## src/rtl/uart_arb_pkg.sv

```systemverilog
// Shared types and helpers for the UART TX arbiter.
package uart_arb_pkg;

    typedef enum logic [1:0] {
        IDLE = 2'd0,
        HDR  = 2'd1,
        DATA = 2'd2
    } arb_state_e;

    localparam logic [3:0] HDR_MAGIC = 4'hA;

    // Width of a requester index; never below one bit.
    function automatic int id_w(input int n);
        return (n <= 2) ? 1 : $clog2(n);
    endfunction

endpackage

```

## src/rtl/uart_tx_arbiter_rr_pick.sv

```systemverilog
// Combinational round-robin selector: first asserted request after last_grant_i, with wrap.
// Zero latency; pure function of its inputs.
module rr_pick
    import uart_arb_pkg::*;
#(
    parameter int  NUM_REQ = 4,
    localparam int ID_W    = id_w(NUM_REQ)
) (
    input  logic [NUM_REQ-1:0] req_i,
    input  logic [ID_W-1:0]    last_grant_i,
    output logic               any_req_o,
    output logic [ID_W-1:0]    pick_id_o
);

    logic [ID_W-1:0] cand;

    always_comb begin
        any_req_o = 1'b0;
        pick_id_o = '0;
        cand      = '0;
        for (int off = 1; off <= NUM_REQ; off++) begin
            cand = ID_W'((int'(last_grant_i) + off) % NUM_REQ);
            if (!any_req_o && req_i[cand]) begin
                any_req_o = 1'b1;
                pick_id_o = cand;
            end
        end
    end

endmodule

```

## src/rtl/uart_tx_arbiter.sv

```systemverilog
// Round-robin, frame-atomic sharing of one TX FIFO write port; 1-cycle arbitration, optional ID header.
// Writes and req_ready are combinational and gated by tx_fifo_full, so a full FIFO stalls without loss.
module uart_tx_arbiter
    import uart_arb_pkg::*;
#(
    parameter int  NUM_REQ      = 4,
    parameter int  ADD_HDR      = 1,
    parameter int  IDLE_TIMEOUT = 64,
    localparam int ID_W         = id_w(NUM_REQ)
) (
    input  logic                 clk,
    input  logic                 rst,
    input  logic [NUM_REQ-1:0]   req_valid,
    input  logic [8*NUM_REQ-1:0] req_data,
    input  logic [NUM_REQ-1:0]   req_last,
    output logic [NUM_REQ-1:0]   req_ready,
    input  logic                 tx_fifo_full,
    output logic [7:0]           tx_data,
    output logic                 tx_wr_en,
    output logic [ID_W-1:0]      grant_id,
    output logic                 busy,
    output logic                 abort
);

    localparam int CNT_W = (IDLE_TIMEOUT < 2) ? 1 : $clog2(IDLE_TIMEOUT);

    arb_state_e      state_q, state_d;
    logic [ID_W-1:0] grant_q, grant_d;
    logic [ID_W-1:0] last_q, last_d;
    logic [CNT_W-1:0] cnt_q, cnt_d;

    logic            any_req;
    logic [ID_W-1:0] pick_id;
    logic            valid_g;
    logic            last_g;
    logic [7:0]      data_g;

    rr_pick #(.NUM_REQ(NUM_REQ)) u_pick (
        .req_i        (req_valid),
        .last_grant_i (last_q),
        .any_req_o    (any_req),
        .pick_id_o    (pick_id)
    );

    assign valid_g  = req_valid[grant_q];
    assign last_g   = req_last[grant_q];
    assign data_g   = req_data[{grant_q, 3'b000} +: 8];
    assign grant_id = grant_q;
    assign busy     = (state_q != IDLE);

    always_comb begin
        state_d   = state_q;
        grant_d   = grant_q;
        last_d    = last_q;
        cnt_d     = cnt_q;
        req_ready = '0;
        tx_wr_en  = 1'b0;
        tx_data   = '0;
        abort     = 1'b0;
        case (state_q)
            IDLE: begin
                if (any_req) begin
                    grant_d = pick_id;
                    cnt_d   = '0;
                    state_d = (ADD_HDR != 0) ? HDR : DATA;
                end
            end
            HDR: begin
                tx_wr_en = !tx_fifo_full;
                tx_data  = {HDR_MAGIC, 4'(grant_q)};
                if (!tx_fifo_full) begin
                    state_d = DATA;
                    cnt_d   = '0;
                end
            end
            DATA: begin
                req_ready[grant_q] = !tx_fifo_full;
                if (valid_g && !tx_fifo_full) begin
                    tx_wr_en = 1'b1;
                    tx_data  = data_g;
                    cnt_d    = '0;
                    if (last_g) begin
                        state_d = IDLE;
                        last_d  = grant_q;
                    end
                end else if (!valid_g && !tx_fifo_full && IDLE_TIMEOUT != 0) begin
                    // The cycle that would bring the count to IDLE_TIMEOUT is the release cycle.
                    if (cnt_q == CNT_W'(IDLE_TIMEOUT - 1)) begin
                        abort   = 1'b1;
                        state_d = IDLE;
                        last_d  = grant_q;
                        cnt_d   = '0;
                    end else begin
                        cnt_d = cnt_q + CNT_W'(1);
                    end
                end
            end
            default: state_d = IDLE;
        endcase
    end

    always_ff @(posedge clk or posedge rst) begin
        if (rst) begin
            state_q <= IDLE;
            grant_q <= '0;
            last_q  <= ID_W'(NUM_REQ - 1);
            cnt_q   <= '0;
        end else begin
            state_q <= state_d;
            grant_q <= grant_d;
            last_q  <= last_d;
            cnt_q   <= cnt_d;
        end
    end

endmodule

```

## config.mk

```make
export PLATFORM = sky130hd
export DESIGN_NAME = uart_tx_arbiter
export DESIGN_NICKNAME = d
export VERILOG_FILES = /design/src/rtl/uart_arb_pkg.sv /design/src/rtl/uart_tx_arbiter_rr_pick.sv /design/src/rtl/uart_tx_arbiter.sv
export SDC_FILE = /design/constraint.sdc
export NUM_CORES = 1
export LEC_CHECK = 0
export ABC_AREA = 1
export CAP_MARGIN = 20
export CORE_MARGIN = 10
export CORE_UTILIZATION = 42
export CTS_CLUSTER_DIAMETER = 80
export DETAILED_ROUTE_END_ITERATION = 10
export PLACE_DENSITY = 0.85
export SETUP_SLACK_MARGIN = 0.2
export SLEW_MARGIN = 40
export SYNTH_ARGS = -nofsm -noshare
export SYNTH_HDL_FRONTEND = slang
export SYNTH_SLANG_ARGS = --single-unit
```

## constraint.sdc

```tcl
create_clock -name clk -period 3.78 [get_ports clk]
set_input_delay 0.756 -clock clk [delete_from_list [all_inputs] [get_ports clk]]
set_output_delay 0.756 -clock clk [all_outputs]
set_load 0.03 [all_outputs]
```

# Yosys cells after proc, flatten, opt, wreduce, memory -nomap -nowiden
# Cells that the tools add are included.
[totals]
reg_bits = 12
word_cells = 94
[classes]
addsub = 5
n_lt_le_gt_ge = 6
eq_ne = 9
shifts = 1
mux = 48
bitwise = 1
reduce_logical = 20
[ops]
columns = ["op", "count"]
rows = [
  ["32-bit by 6-bit variable part select with 8-bit output", 1],
  ["6-bit 2-to-1 mux", 5],
  ["2-bit 2-to-1 mux", 14],
  ["6-bit one-hot mux with 3 select lines", 1],
  ["1-bit 2-to-1 mux", 16],
  ["8-bit one-hot mux with 2 select lines", 1],
  ["2-bit by 3-bit < comparator with 1-bit output (second input constant)", 5],
  ["1-bit binary-select mux with 2-bit select", 6],
  ["3-bit inequality test (second input constant)", 3],
  ["8-bit 2-to-1 mux", 1],
  ["4-bit AND reduction", 2],
  ["6-bit by 1-bit adder with 6-bit output (second input constant)", 1],
  ["6-bit equality test (second input constant)", 1],
  ["1-bit logical AND", 6],
  ["2-bit inequality test (second input constant)", 3],
  ["2-bit one-hot mux with 3 select lines", 1],
  ["2-bit nonzero test", 3],
  ["1-bit logical NOT", 5],
  ["5-bit AND reduction", 1],
  ["2-bit by 1-bit adder with 2-bit output (second input constant)", 2],
  ["2-bit adder (second input constant)", 2],
  ["4-bit bitwise AND", 1],
  ["4-bit 2-to-1 mux", 1],
  ["3-bit nonzero test", 1],
  ["7 further kinds", 7],
]

# Logic depth before layout (Yosys ltp)
[depth]
depth_word = 15
depth_mapped = 12

# Cells and area by module
# A second synthesis with hierarchy kept.
[unflattened]
cells_unflattened = 218
hier_area_um2 = 1478.9
[by_module_without_submodules]
columns = ["module", "instances", "cells_each", "area_each_um2"]
rows = [
  ["uart_tx_arbiter", 1, 169, 1188.6],
  ["rr_pick", 1, 49, 290.3],
]

# Worst setup path after synthesis
# OpenSTA, ideal clock, no wires.
[synth_path]
path_kind = "input -> output"
startpoint = "input port req_valid[3]"
endpoint = "output port tx_data[5]"
arrival_time_ps = 1973
required_time_ps = 3024
path_slack_ps = 1051
cell_stages = 8
path_cell_list = "nand2_1 nand2_1 nand2_1 nand2_2 nand2_4 nor2_4 nand2_2 o21ai_0"
[synth_between]
elab_chain_cells = 5
[synth_rtl]
columns = ["element", "line_no", "source"]
rows = [
  ["start: declaration", "uart_tx_arbiter.sv:13", "input logic [NUM_REQ-1:0] req_valid,"],
  ["1-bit binary-select mux with 2-bit select", "uart_tx_arbiter.sv:45", "assign valid_g = req_valid[grant_q];"],
  ["1-bit 2-to-1 mux (not written as such)", "uart_tx_arbiter.sv:45", ""],
  ["1-bit logical AND", "uart_tx_arbiter.sv:78", "if (valid_g && !tx_fifo_full) begin"],
  ["8-bit 2-to-1 mux", "uart_tx_arbiter.sv:78", ""],
  ["8-bit one-hot mux with 2 select lines", "uart_tx_arbiter.sv:60", "case (state_q)"],
  ["end: declaration", "uart_tx_arbiter.sv:18", "output logic [7:0] tx_data,"],
]
# Every way passes these cells. The select of a mux whose other input is x is not followed.

# Worst setup path in the final report
[layout_path]
startpoint = "input port tx_fifo_full"
endpoint = "output port abort"
[layout_between]
elab_chain_cells = 5
[layout_rtl]
columns = ["element", "line_no", "source"]
rows = [
  ["start: declaration", "uart_tx_arbiter.sv:17", "input logic tx_fifo_full,"],
  ["1-bit logical NOT (*)", "uart_tx_arbiter.sv:78, uart_tx_arbiter.sv:86", ""],
  ["1-bit logical AND", "uart_tx_arbiter.sv:86", "end else if (!valid_g && !tx_fifo_full && IDLE_TIMEOUT != 0) begin"],
  ["1-bit 2-to-1 mux", "uart_tx_arbiter.sv:86", ""],
  ["1-bit 2-to-1 mux (*)", "uart_tx_arbiter.sv:78", ""],
  ["1-bit 2-to-1 mux (*)", "uart_tx_arbiter.sv:60", ""],
  ["end: declaration", "uart_tx_arbiter.sv:22", "output logic abort"],
]
# Every way passes the cells marked *; elsewhere a longest branch is shown, timed or not.

==> summary.md <==
| Metric | Value |
|---|---|
| Yosys top cell area share | `0.1872` |
| Crit path max fanout | `5` |
| Post-synth EDFFs | `0` |
| Die span in y | `78.23 um` |
| Clk_skew | `between 0.001 and 0.0015 ns` |
| Crit Path Category | `input port to primary output` |
| Buffers on Ports | `59` |
| Total negative setup slack | `0 ns` |
| CP Capture Point | `abort` |
| Tcrit/Tclk final | `0.8705` |
| Hold Path Class | `register to register` |
| Total number of vias | `1640` |
| Reg2reg end | `grant_id[1]` |
| Clock Sinks | `12` |
| Final instance area | `approximately 2100 um^2` |
| Die ar. | `6119 um^2` |
| Register area share after synthesis | `0.2127` |
| Final Hold Vio Count | `0` |
| Fmax achieved | `~300 MHz` |
| Slew @ Worst Pin | `approximately 0.5 ns` |
| Reg clk slew, reported paths | `approximately 0.08 ns` |
| Total global-route track usage | `0.1409` |
| Grt met1 use | `0.1570` |
| Hold slack | `between 0.5 and 0.6 ns` |
| Largest net degree at the start of global routing | `13` |
| Net Count, Synth | `around 260` |
| First-pass GRT wire length | `~7300 um` |
| Critical Path RT | `slightly above 3 ns` |
| Ys async rst share | `1.000` |
| Met2 Use GR | `0.2434` |
| IO Pins | `60` |
| Drt first pass iters | `4` |
| Synth Warn # | `0` |
| Top post-synthesis cells by area | `nand2_1 19%, dfrtp_1 18%, a22oi_1 6.3%` |
| Synth Flop Type | `dfrtp_1` |
| Fraction of layout cells with a size suffix above 1 | `0.1196` |
| ANT nets after route | `0` |
| Avg Inst Size Synth | `6.623 um^2` |
| Placed cell area | `~2100 um^2` |
| Worst slew margin | `0.6567` |
| # nets final | `~330` |
| Post-CTS Setup Bufs | `0` |
| Number of global-route vias before repair | `roughly 1600` |
| FF-to-FF path depth | `11` |
| Initial Util | `0.4301` |
| Placed instance count | `between 300 and 400` |
| Final Util | `0.6345` |
| CTS buffer count | `3` |
| Peak VDD IR | `roughly 0.00035 V` |
| Arrival time at the worst endpoint | `2.53 ns` |
| Outcome | `finished clean` |
| Num rows | `21` |
| Fin cells | `322` |
| GRT busiest layer | `met2` |
| GR Util met3 | `0.03986` |
| Final min period | `about 3.3 ns` |
| Power Dens Cells | `roughly 640 nW/um^2` |
| Setup crit start | `tx_fifo_full` |
| Bufs on Longest Clock Path | `2` |
| Register-to-register setup slack | `2.10 ns` |
| Reg-to-reg critical path startpoint | `last_q[0]` |
| Max-Cap Viols | `0` |
| Cell count after synthesis | `215` |
| Hold depth | `2` |
| Core area | `3311 um^2` |
| Horiz. Die Dim | `around 80 um` |
| Root Buffer | `clkbuf_4` |
| Mapped cell area | `around 1400 um^2` |
| RSZ-0062 raised after global routing | `false` |
| Count of pins over their slew limit | `0` |
| Total wire length | `approximately 4300 um` |
| Initial antenna violation count | `0` |
| Worst Setup End Kind | `primary output` |
| DRC viols | `0` |
| Number of library cell types mapped by synthesis | `32` |
| Commonest non-fill, non-tap cell in the layout | `nand2_1` |
| CTS tree | `done` |
| Commonest cells after routing, fill and taps aside | `71 x nand2_1, 50 x clkdlybuf4s50_1, 20 x inv_1` |
| DP HPWL | `roughly 3500 um` |
| Iter 0 DRT Violations | `150` |
| Ant diodes | `0` |
| Leak Pwr | `0.001106 uW` |
| Critical path startpoint category | `input port` |
| Clock Latency Late Sink | `approximately 0.28 ns` |
| Area grow syn2layout | `47.54%` |
| Grt ovf | `0` |
| H-tree level count | `1` |
| Synth area leader | `nand2_1` |
| Wire per inst | `between 10 and 15 um` |
| Hold_buf cts | `0` |
| Final setup vio count | `0` |
| Number of synthesized register bits | `12` |
| RePlAce Congestion | `0.8434` |
| Vias per cell | `just over 5` |
timing repair:
action / in CTS / in global routing
setup endpoints to repair: 1 / 8
pin swaps: 0 / 0
gates resized for setup: 1 / 8
synth_stat cells (all sizes together), types with 2 or more instances:
| master | instances |
|---|---|
| nand2 | 87 |
| inv | 23 |
| nor2 | 19 |
| nand3 | 17 |
| a22oi | 12 |
| o21ai | 11 |
| dfrtp | 10 |
| nand4 | 9 |
| a21oi | 5 |
| ha | 5 |
| nor3 | 4 |
| buf | 3 |
| a221oi | 2 |
| dfstp | 2 |
| xnor2 | 2 |
where the power goes:
group	switching (uW)	leakage [uW]	internal (uW)
registers	60.7	0.000154	174
clock network	48.8	0.0000150	41.0
logic	647	0.000937	374
through the flow:
step | power, uW | setup WS [ns]
after detailed placement | 1268 | 0.2019
after floorplan | 1011 | 1.051
after global placement | 1259 | 0.2320
final | 1345 | 0.4893
after CTS | 1358 | 0.2082
after global routing | 1486 | 0.3499
cell families (layout without fill, tap and decap cells):
logic type | after synthesis | in the layout | share of synthesized area
compound gates | 32 | 32 | 0.1468
xor+xnor | 3 | 3 | 0.01846
fa+ha+maj | 5 | 5 | 0.04394
buf+inv | 26 | 87 | 0.08260
flops | 12 | 12 | 0.2127
simple gates | 137 | 137 | 0.4956
sequential cells by signal, summed over array words and instances, names as in the netlist:
signal    count
state_q       2
grant_id      2
last_q        2
cnt_q         6
critical path, cell delays in order:
cell,delay [ns]
clkdlybuf4s50_1,0.48
nor2_1,0.16
inv_1,0.11
nor3_1,0.28
clkdlybuf4s50_1,0.74
final cells by class:
class / instances / area (um^2)
multi-input combinational: 177 / 1003
fill: 317 / 1210
timing repair buffer: 60 / 616.8
sequential: 12 / 302.8
inverter: 23 / 93.84
clock buffer: 4 / 26.28
tap: 46 / 57.56
worst min-delay path by stage:
stage                           to  slack (ns)     start
after detailed placement  cnt_q[1]        0.50  cnt_q[1]
after CTS                 cnt_q[1]        0.52  cnt_q[1]
final                     cnt_q[1]        0.52  cnt_q[1]
after floorplan           cnt_q[1]        0.47  cnt_q[1]
after global routing      cnt_q[3]        0.54  cnt_q[3]
after global placement    cnt_q[1]        0.49  cnt_q[1]
routing by layer:
| metal | wire length (um) | share of wire |
|---|---|---|
| met5 | 0 | 0 |
| met4 | 97 | 0.023 |
| met3 | 244 | 0.057 |
| met2 | 2244 | 0.52 |
| met1 | 1696 | 0.40 |
Note: power is estimated with default switching activity, not from simulation.
